File: src/rtl/mult_pkg.sv
// Shared definitions for the sequential shift-add multiplier: FSM encoding and
// the counter-width helper.
package mult_pkg;

  typedef enum logic [1:0] {
    IDLE = 2'd0,
    RUN  = 2'd1,
    FIX  = 2'd2
  } state_t;

  // Smallest r with 2**r >= n; clog2(WIDTH+1) bits hold the value WIDTH.
  function automatic int unsigned clog2(input int unsigned n);
    int unsigned r;
    r = 0;
    for (int i = 0; i < 32; i++) begin
      if ((64'd1 << i) < 64'(n)) r = i + 1;
    end
    return r;
  endfunction

endpackage

File: src/rtl/seq_mult_datapath.sv
// Datapath of the radix-2 shift-add multiplier: magnitude capture, add/shift
// accumulator and final sign fix-up into the product register.
module seq_mult_datapath
  import mult_pkg::*;
#(
  parameter int unsigned WIDTH = 8
) (
  input  logic                 clk,
  input  logic                 rst,
  input  logic                 load,
  input  logic                 step,
  input  logic                 fix,
  input  logic                 signed_mode,
  input  logic [WIDTH-1:0]     a,
  input  logic [WIDTH-1:0]     b,
  output logic [2*WIDTH-1:0]   p
);

  logic [WIDTH-1:0]   mcand_q;
  logic [2*WIDTH-1:0] acc_q;
  logic               neg_q;

  logic [WIDTH-1:0]   a_mag;
  logic [WIDTH-1:0]   b_mag;
  logic [WIDTH:0]     sum;
  logic [2*WIDTH-1:0] acc_step;

  // -2^(WIDTH-1) becomes 2^(WIDTH-1), which still fits as an unsigned magnitude.
  always_comb begin
    a_mag = (signed_mode && a[WIDTH-1]) ? (~a + 1'b1) : a;
    b_mag = (signed_mode && b[WIDTH-1]) ? (~b + 1'b1) : b;
  end

  // Multiplier lives in the low half and is consumed LSB-first as the sum shifts in.
  always_comb begin
    sum      = {1'b0, acc_q[2*WIDTH-1:WIDTH]} + {1'b0, mcand_q};
    acc_step = acc_q[0] ? {sum, acc_q[WIDTH-1:1]} : {1'b0, acc_q[2*WIDTH-1:1]};
  end

  always_ff @(posedge clk) begin
    if (rst) begin
      mcand_q <= '0;
      acc_q   <= '0;
      neg_q   <= 1'b0;
      p       <= '0;
    end else begin
      if (load) begin
        mcand_q <= a_mag;
        acc_q   <= {{WIDTH{1'b0}}, b_mag};
        neg_q   <= signed_mode & (a[WIDTH-1] ^ b[WIDTH-1]);
      end else if (step) begin
        acc_q <= acc_step;
      end
      if (fix) begin
        p <= neg_q ? (~acc_q + 1'b1) : acc_q;
      end
    end
  end

endmodule

File: src/rtl/seq_multiplier.sv
// Sequential radix-2 multiplier: control FSM (IDLE -> RUN x WIDTH -> FIX) driving
// the shift-add datapath; done pulses for one cycle when p updates.
module seq_multiplier
  import mult_pkg::*;
#(
  parameter int unsigned WIDTH = 8
) (
  input  logic               clk,
  input  logic               rst,
  input  logic               start,
  input  logic               signed_mode,
  input  logic [WIDTH-1:0]   a,
  input  logic [WIDTH-1:0]   b,
  output logic               busy,
  output logic               done,
  output logic [2*WIDTH-1:0] p
);

  localparam int unsigned CW = clog2(WIDTH + 1);

  state_t        state_q, state_d;
  logic [CW-1:0] cnt_q, cnt_d;
  logic          done_q;
  logic          load, step, fix;

  always_comb begin
    state_d = state_q;
    cnt_d   = cnt_q;
    load    = 1'b0;
    step    = 1'b0;
    fix     = 1'b0;
    case (state_q)
      IDLE: begin
        if (start) begin
          load    = 1'b1;
          cnt_d   = CW'(WIDTH);
          state_d = RUN;
        end
      end
      RUN: begin
        step  = 1'b1;
        cnt_d = cnt_q - CW'(1);
        if (cnt_q == CW'(1)) state_d = FIX;
      end
      FIX: begin
        fix     = 1'b1;
        state_d = IDLE;
      end
      default: state_d = IDLE;
    endcase
  end

  always_ff @(posedge clk) begin
    if (rst) begin
      state_q <= IDLE;
      cnt_q   <= '0;
      done_q  <= 1'b0;
    end else begin
      state_q <= state_d;
      cnt_q   <= cnt_d;
      done_q  <= fix;
    end
  end

  assign busy = (state_q != IDLE);
  assign done = done_q;

  seq_mult_datapath #(
    .WIDTH(WIDTH)
  ) u_datapath (
    .clk        (clk),
    .rst        (rst),
    .load       (load),
    .step       (step),
    .fix        (fix),
    .signed_mode(signed_mode),
    .a          (a),
    .b          (b),
    .p          (p)
  );

endmodule

File: config.mk
export PLATFORM = sky130hd
export DESIGN_NAME = seq_multiplier
export DESIGN_NICKNAME = d
export VERILOG_FILES = /design/src/rtl/mult_pkg.sv /design/src/rtl/seq_mult_datapath.sv /design/src/rtl/seq_multiplier.sv
export SDC_FILE = /design/constraint.sdc
export NUM_CORES = 1
export LEC_CHECK = 0
export CELL_PAD_IN_SITES_DETAIL_PLACEMENT = 0
export CELL_PAD_IN_SITES_GLOBAL_PLACEMENT = 1
export CORE_MARGIN = 1.5
export CORE_UTILIZATION = 35
export CTS_CLUSTER_SIZE = 40
export DETAILED_ROUTE_END_ITERATION = 7
export PLACE_DENSITY_LB_ADDON = 0.3
export SLEW_MARGIN = 15
export SYNTH_ARGS = -nofsm -noshare
export SYNTH_HDL_FRONTEND = slang
export SYNTH_SLANG_ARGS = --single-unit
File: constraint.sdc
create_clock -name clk -period 1.8 [get_ports clk]
set_input_delay 0.54 -clock clk [delete_from_list [all_inputs] [get_ports clk]]
set_output_delay 0.54 -clock clk [all_outputs]
set_load 0.005 [all_outputs]
==> results of run 1 <==
## logic make-up after synthesis
| family | after synthesis |
|---|---|
| simple gates | 119 |
| mux | 3 |
| fa+ha+maj | 14 |
| xor+xnor | 26 |
| buf+inv | 33 |
| flops | 48 |
| compound gates | 99 |
## per-layer routing
| layer | wire length, µm | GRT usage | vias to the layer above |
|---|---|---|---|
| met2 | 3150 | 0.279 | 52 |
| met3 | 239 | 0.0274 | 5 |
| met1 | 3510 | 0.228 | 1251 |
| met4 | 80 | 0.0436 | 0 |
| met5 | 0 | 0 | - |
| li1 | - | - | 1408 |
## area by class of cell
class / count / share of cell area
multi-input combinational: 261 / 0.464
clock buffer: 7 / 0.0216
timing repair buffer: 104 / 0.224
clock inverter: 1 / 0.00188
sequential: 48 / 0.244
tap: 102 / 0.0319
inverter: 14 / 0.0131
## registers in the layout (all words and copies together), names as in the netlist
| signal | count |
|---|---|
| state_q | 2 |
| done | 1 |
| u_datapath.mcand_q | 8 |
| u_datapath.acc_q | 16 |
| u_datapath.neg_q | 1 |
| u_datapath.p | 16 |
| cnt_q | 4 |
## metrics by stage
stage | utilization | power, µW
detailed placement | 0.477 | 1880
finish | 0.520 | 2610
global placement | 0.477 | 1870
global route | 0.520 | 2770
floorplan | - | 1580
CTS | 0.501 | 2580
## worst min-delay path by stage
stage | startpoint | end | slack, ns | depth (start not counted)
2_1_floorplan | u_datapath.mcand_q[0] | u_datapath.mcand_q[0] | 0.44 | 2
3_3_place_gp | u_datapath.p[12] | u_datapath.p[12] | 0.44 | 2
3_5_place_dp | u_datapath.p[0] | u_datapath.p[0] | 0.45 | 2
4_1_cts | u_datapath.p[0] | u_datapath.p[0] | 0.47 | 2
5_1_grt | u_datapath.p[0] | u_datapath.p[0] | 0.48 | 2
6_report | u_datapath.p[12] | u_datapath.p[12] | 0.47 | 2
## placed cells by master, fill, tap and decap left out, types with 3 or more instances in the layout
cell	count
buf_4	65
nor2_1	49
dfxtp_1	40
clkdlybuf4s50_1	35
nand2_1	33
a211oi_1	24
a21oi_1	21
xor2_1	16
inv_1	12
ha_1	10
xnor2_1	9
nor3_1	8
o21ai_0	7
a31oi_1	6
a311oi_1	6
clkbuf_8	6
dfxtp_2	6
nor2b_1	5
nand2b_1	4
a211oi_2	4
o31ai_1	3
or3_1	3
mux2i_1	3
nand3_1	3
and3_1	3
## worst max-delay path, stage by stage (launching register included)
cell	delay [ns]
dfxtp_2	0.35
buf_6	0.12
or4_4	0.45
nand2b_4	0.18
o41ai_4	0.30
xor2_1	0.11
a211oi_1	0.21
## power breakdown
group,internal [µW],switching [µW]
Sequential,1120,52.9
Clock,313,373
Combinational,371,381
Total,1810,808
## repair_timing
action,CTS,global route
setup buffers,2,4
hold endpoints to repair,0,0
pin swaps,9,15
hold buffers,0,0
gates resized for setup,15,28
setup endpoints to repair,10,15
==> results.txt, run 1 <==
Compound-gate portion of the synthesized area = 0.252
Initial DRC count = 76
Area of the multi-input gates = 1860 µm²
VDD IR max = 0.360 mV
Clk Latency, worst-skew pair = 0.31 ns
Relative slew slack = 0.518
Core ar. = 7690 µm²
Worst Setup EP = u_datapath.p[15]
Antenna cells = 0
Die area = 8430 µm²
Crit path DAT = 2.02 ns
# setup viols final = 0
Final ANT Viol Nets = 0
Worst reg2reg path startpoint = u_datapath.acc_q[8]
Setup TNS = 0 ns
Drt total wl = 6980 µm
Via count = 2716
Status = finished, final reports clean
Clock Path Buffers = 2
Synth Area in Adders = 0.0662
Wirelength per Cell = 13.0 µm
Pwr dens = 653 nW/µm²
Reg2Reg Setup Slack = 0.002 ns
Setup CP Type = flop to flop
P_leak = 0.00157 µW
Worst min-delay path category = flop to flop
RSZ-0062 raised after global routing = yes
Share of cells above drive strength 1 = 0.255
CTS tree = built
Worst-Margin Slew = 0.723 ns
Final #Nets = 468
Via density = 5.06
Worst slack, placed = -0.311 ns
Placed cell count = 523
Area Overhead vs Synth = 44.9%
Worst flop-to-flop path endpoint = u_datapath.p[15]
Post-synth EDFFs = 0
First-pass iteration count of the detailed router = 4
Post-synth ARST share = 0
Main combinational cell family by area after synthesis = compound AO/OA/AOI/OAI gates
Initial antenna violation count = 0
CP Launch Type = flop
Yosys top cell area share = 0.348
Worst clock skew = 0.0111 ns
Post-Synth XOR/XNOR Area = 0.0825
Final Instance Area = 4000 µm²
Cts bufs inserted = 5
Synth Instances = 342
Largest net degree at the start of global routing = 31
Seq cells post-synth = 48
Site Rows = 32
Die W = 91.8 µm
Yosys cell types = 46
Gp weighted congestion = 0.884
Initial Util = 0.359
Post-Route Hold Slack = 0.465 ns
CP startpoint = u_datapath.acc_q[8]
Final hold violation count = 0
Max Fclk = 556 MHz
Sequential area share after synthesis = 0.348
Net Count, Synth = 376
Post-synth top cells = nor2_1 (50), dfxtp_1 (48), nand2_1 (33), a211oi_1 (28), a21oi_1 (22)
Top FF cell, synth = dfxtp_1
Worst-path clk slew = 0.09 ns
Mux contribution to synthesized area = 0.0109
Yosys warnings = 0
Post-Syn Area = 2760 µm²
Yosys top cell by area = dfxtp_1
Clock root buffer master = clkbuf_8
Max FO, Critical Path = 4
GRT Total Usage = 0.169
Min cycle time layout = 1.80 ns
Synth Area per Inst = 8.07 µm²
Register area = 976 µm²
MaxCap Viol Count = 0
Share of the clock period used by the worst path = 0.999
Top post-synthesis cells by area = dfxtp_1 (35%), a211oi_1 (7.6%), nor2_1 (6.8%)
Fill cells = 771
Dpl hpwl = 5150 µm
I/O Buffers = 37
Critical Path RT = 2.02 ns
Post-Synth Simple-Gate Area = 0.196
Non-filler cells, final = 537
Vias in the first global route = 2547
First-pass GRT wire length = 11600 µm
Final worst slack = 0.00204 ns
H-Tree Depth = 2
Die Y = 91.8 µm
Most frequent cell after synthesis = nor2_1
CTS sink cnt = 48
DRC viols = 0
Worst Setup End Kind = flop
Io pins = 38
Placed cell areas = 3670 µm²
Total grt overflow = 0
Max Slew Vio Count = 0
Cells on worst reg2reg path = 6
No activity file was read; power rests on OpenSTA's default activity.
==> run 2: changes to the inputs <==
- CTS_CLUSTER_DIAMETER: unset -> 150
- clock period: 1.8 -> 1.6 ns (I/O delays scaled with it)
==> run 2 against run 1 <==
Net effect:
- the flow now finishes with violations (setup timing)
- cell count is 2.8% higher
- total power is 24% higher
- register-to-register slack worse by 0.15 ns
- flip-flop and latch count stayed put
- global-route usage is 0.68 points higher
- sequential power is 13% higher
- largest power group unchanged
- critical path depth is 2 higher
- worst hold slack worse by 0.011 ns
- core utilization is 4.5 points higher
==> results.txt, run 2 (synthesis results as in run 1) <==
Largest net degree at the start of global routing = 31
Drt total wl = 7270 µm
Wirelength per Cell = 13.2 µm
RSZ-0062 raised after global routing = yes
Worst clock skew = 0.0108 ns
Final ANT Viol Nets = 0
Worst-Margin Slew = 0.546 ns
Crit path DAT = 2.01 ns
Area of the multi-input gates = 2020 µm²
Core ar. = 7690 µm²
Final hold violation count = 0
Clock root buffer master = clkbuf_8
Fill cells = 718
Clock Path Buffers = 2
Worst-path clk slew = 0.09 ns
Post-Route Hold Slack = 0.454 ns
Min cycle time layout = 1.75 ns
Vias in the first global route = 2583
Critical Path RT = 1.86 ns
Max stage delay on crit path = 0.39 ns
Die W = 91.8 µm
Pwr dens = 746 nW/µm²
CP Launch Type = flop
Worst-path cell chain = ha_4 -> inv_2 -> fa_2 -> nor2b_4 -> o31a_1 -> o2111ai_1 -> a211oi_2 -> a31o_2
Via density = 5.09
Die Y = 91.8 µm
CTS sink cnt = 48
Relative slew slack = 0.636
CTS tree = built
H-Tree Depth = 2
GRT Total Usage = 0.176
Total grt overflow = 0
Dpl hpwl = 5230 µm
Share of cells above drive strength 1 = 0.367
DRC viols = 0
Clk Latency, worst-skew pair = 0.31 ns
Final worst slack = -0.152 ns
First-pass GRT wire length = 12000 µm
Die area = 8430 µm²
VDD IR max = 0.484 mV
Max Slew Vio Count = 0
Initial antenna violation count = 0
Area Overhead vs Synth = 57.3%
First-pass iteration count of the detailed router = 4
Initial DRC count = 110
Max FO, Critical Path = 4
Cts bufs inserted = 5
Worst-case hold path end point = u_datapath.p[12]
Antenna cells = 0
Io pins = 38
Max Fclk = 571 MHz
CTS Hold Bufs = 0
Gp weighted congestion = 0.802
Most frequent cells in the layout = buf_4 (74), nor2_1 (47), nand2_1 (31)
I/O Buffers = 37
Reg2Reg Setup Slack = -0.15 ns
Cells on worst reg2reg path = 8
Design Power = 3240 µW
P_leak = 0.00183 µW
Worst Setup End Kind = flop
Failing checks = setup timing
# setup viols final = 13
Setup CP Type = flop to flop
Register area = 1000 µm²
Cells on Worst Hold Path = 2
Worst reg2reg path startpoint = u_datapath.acc_q[8]
MaxCap Viol Count = 0
Worst min-delay path category = flop to flop
Worst slack, placed = -0.479 ns
Worst hold start = u_datapath.p[12]
Via count = 2812
Initial Util = 0.359
Final #Nets = 483
Worst flop-to-flop path endpoint = u_datapath.acc_q[15]
Share of the clock period used by the worst path = 1.10
Commonest non-fill, non-tap cell in the layout = buf_4
Site Rows = 32
CP max-delay cell = dfxtp_4
Largest regs = u_datapath.acc_q x16, u_datapath.p x16, u_datapath.mcand_q x8
Status = finished, violations left
## run 2: critical path: cells and delay by family (launching register included)
| family | cells | cell delay (ns) |
|---|---|---|
| buffers and inverters | 1 | 0.03 |
| adders and majority gates | 2 | 0.49 |
| AOI/OAI and AO/OA | 4 | 0.65 |
| DFF | 1 | 0.39 |
| and+or+nand+nor | 1 | 0.16 |
## run 2: cell type report
cell class              count  share of cell area
inverters                  14              0.0132
well taps                 102              0.0294
multi-input cells         261               0.465
clock inverters             2             0.00806
flip-flops and latches     48               0.231
clock buffers               6              0.0167
repair buffers            119               0.237
## run 2: how the worst max path moves through the flow
stage	startpoint	end	slack, ns	cells past startpoint
after global routing	u_datapath.acc_q[8]	u_datapath.acc_q[15]	-0.24	8
after detailed placement	b[4]	u_datapath.acc_q[7]	-0.48	6
after floorplan	u_datapath.acc_q[1]	u_datapath.p[8]	-0.1	6
after global placement	b[4]	u_datapath.acc_q[7]	-0.40	6
final	u_datapath.acc_q[8]	u_datapath.acc_q[15]	-0.15	8
after CTS	u_datapath.acc_q[8]	u_datapath.acc_q[11]	-0.17	8
## run 2: per-layer routing
| layer | track usage | wire length, µm |
|---|---|---|
| met1 | 0.241 | 3520 |
| met2 | 0.287 | 3310 |
| met3 | 0.0216 | 284 |
| met4 | 0.0538 | 155 |
| met5 | 0 | 0 |
## run 2: report_power, final
group / switching [µW] / internal, µW / leakage, µW / total (µW)
sequential: 59.2 / 1260 / 0.000405 / 1320
clock: 416 / 464 / 0.0000552 / 880
combinational: 520 / 522 / 0.00137 / 1040
## run 2: what timing repair did
| action | in CTS | in global routing |
|---|---|---|
| endpoints found under the setup margin | 35 | 31 |
| pin swaps | 20 | 23 |
| cloned | 0 | 0 |
| resized for setup | 62 | 38 |
| setup buffers | 4 | 6 |
## run 2: per-stage QoR
stage / setup TNS [ns] / util / instance area (µm²) / instances
floorplan: -0.518 / - / 2870 / 342
global placement: -5.66 / 0.504 / 3870 / 535
detailed placement: -6.36 / 0.504 / 3870 / 535
CTS: -1.63 / 0.538 / 4140 / 547
global route: -2.61 / 0.565 / 4340 / 552
finish: -1.32 / 0.565 / 4340 / 552
==> run 3: changes to the inputs <==
- CELL_PAD_IN_SITES_DETAIL_PLACEMENT: 0 -> 2
- CELL_PAD_IN_SITES_GLOBAL_PLACEMENT: 1 -> 2
- CORE_UTILIZATION: 35 -> 29
==> run 3 against run 2 <==
Net effect:
- the run still ends with setup timing left
- worst hold slack better by 0.021 ns
- clock skew is 0.0044 ns higher
- critical path depth shrank 1
- clock power grew 3.2%
- die area grew 20%
- cell count increased by 5.1%
- design area up 3.0%
- largest cell class unchanged
==> results.txt, run 3 (synthesis results as in run 1) <==
Final ANT Viol Nets = 0
Most frequent cells in the layout = buf_4 (77), nor2_1 (47), nand2_1 (31)
CTS tree = built
First-pass GRT wire length = 17800 µm
Max FO, Critical Path = 4
Die W = 101 µm
Clk Latency, worst-skew pair = 0.31 ns
P_leak = 0.00180 µW
Largest net degree at the start of global routing = 31
Failing checks = setup timing
CP startpoint = u_datapath.acc_q[9]
Commonest non-fill, non-tap cell in the layout = buf_4
Final #Nets = 484
Io pins = 38
Site Rows = 35
Drt total wl = 11800 µm
Non-filler cells, final = 580
Max Slew Vio Count = 0
Cells on Worst Hold Path = 2
Initial DRC count = 74
Final hold violation count = 0
Worst-case hold path end point = u_datapath.neg_q
Crit path DAT = 2.21 ns
Worst flop-to-flop path endpoint = u_datapath.acc_q[11]
Pwr dens = 762 nW/µm²
CP Launch Type = flop
Crit-path leading delay family = compound AO/OA/AOI/OAI gates
Cells on worst reg2reg path = 7
Placed cell count = 562
VDD IR max = 0.432 mV
Via density = 5.21
I/O Buffers = 37
First-pass iteration count of the detailed router = 4
Clock Path Buffers = 2
Bufs and invs on worst path = 1
Gp weighted congestion = 0.828
H-Tree Depth = 2
Final core utilization = 0.484
Share of the clock period used by the worst path = 1.25
Via count = 3020
# setup viols final = 16
Die Y = 101 µm
Cts bufs inserted = 5
Largest regs = u_datapath.acc_q x16, u_datapath.p x16, u_datapath.mcand_q x8
Worst reg2reg path startpoint = u_datapath.acc_q[9]
Area Overhead vs Synth = 62.0%
Reg2Reg Setup Slack = -0.40 ns
Final worst slack = -0.403 ns
Worst-path clk slew = 0.11 ns
Antenna cells = 0
RSZ-0062 raised after global routing = yes
Worst-path cell chain = inv_1 -> fa_2 -> nor2b_4 -> o21ai_2 -> a211oi_2 -> a21oi_2 -> a211oi_2
Worst hold start = u_datapath.neg_q
CP max-delay cell = fa_2
GRT Total Usage = 0.228
CTS sink cnt = 48
Dpl hpwl = 7510 µm
Worst-Margin Slew = 0.339 ns
Worst Setup End Kind = flop
Initial Util = 0.299
Worst min-delay path category = flop to flop
Max stage delay on crit path = 0.45 ns
Die area = 10100 µm²
MaxCap Viol Count = 0
DRC viols = 0
Max Fclk = 499 MHz
Core ar. = 9240 µm²
Min cycle time layout = 2.00 ns
Setup CP Type = flop to flop
Worst clock skew = 0.0152 ns
CP most frequent cell = a211oi_2
Total grt overflow = 0
Wirelength per Cell = 20.3 µm
Critical Path RT = 1.81 ns
Clock root buffer master = clkbuf_8
Post-Route Hold Slack = 0.475 ns
Vias in the first global route = 3321
Status = finished, violations left
Share of cells above drive strength 1 = 0.401
Initial antenna violation count = 0
Relative slew slack = 0.772
-- run 3: changes by cell type in the layout (fill, tap and decap cells not counted), sizes merged --
cell           previous run  this run
dlygate4sd2              18        23
dlymetal6s2s              7         3
clkdlybuf4s50            12        10
buf                      82        83
clkdlybuf4s15             0         1
-- run 3: worst max-delay path by stage --
stage	end	slack, ns	cells past startpoint
2_1_floorplan	u_datapath.p[8]	-0.1	6
4_1_cts	u_datapath.acc_q[15]	-0.27	8
6_report	u_datapath.acc_q[11]	-0.40	7
3_3_place_gp	u_datapath.acc_q[7]	-0.41	6
5_1_grt	u_datapath.acc_q[11]	-0.46	8
3_5_place_dp	u_datapath.acc_q[7]	-0.55	6
-- run 3: report_power, final --
group	switching (µW)	internal, µW
clock network	442	465
logic	633	537
registers	71.2	1260
-- run 3: what timing repair did --
action / in CTS / in global routing
endpoints found under the setup margin: 44 / 29
pin swaps: 32 / 19
resized for setup: 83 / 34
hold endpoints to repair: 0 / 0
gates cloned: 0 / 0
hold buffers: 0 / 0
setup buffers: 8 / 2
-- run 3: per-stage QoR --
stage / TNS (ns) / cell area, µm² / total power, µW / setup slack, ns
5_1_grt: -4.28 / 4470 / 3570 / -0.462
4_1_cts: -2.36 / 4300 / 3300 / -0.265
6_report: -3.18 / 4470 / 3410 / -0.403
3_5_place_dp: -8.06 / 3920 / 2290 / -0.554
3_3_place_gp: -6.02 / 3920 / 2230 / -0.408
2_1_floorplan: -0.518 / 2870 / 1820 / -0.0979
-- run 3: worst reg2reg max path, cell delays in order (launching register included) --
cell,delay [ns]
dfxtp_4,0.39
inv_1,0.11
fa_2,0.45
nor2b_4,0.19
o21ai_2,0.08
a211oi_2,0.29
a21oi_2,0.10
a211oi_2,0.30
-- run 3: area by class of cell --
type	count	area (µm²)
Multi-Input combinational cell	261	2120
Tap cell	129	161
Clock buffer	6	72.6
Fill cell	1010	4770
Sequential cell	48	1000
Inverter	14	57.6
Clock inverter	2	35.0
Timing Repair Buffer	120	1020
-- run 3: layer usage --
metal / global-route usage / wire length (µm)
met4: 0.0650 / 289
met3: 0.0222 / 209
met1: 0.276 / 5120
met5: 0 / 0
met2: 0.424 / 6160
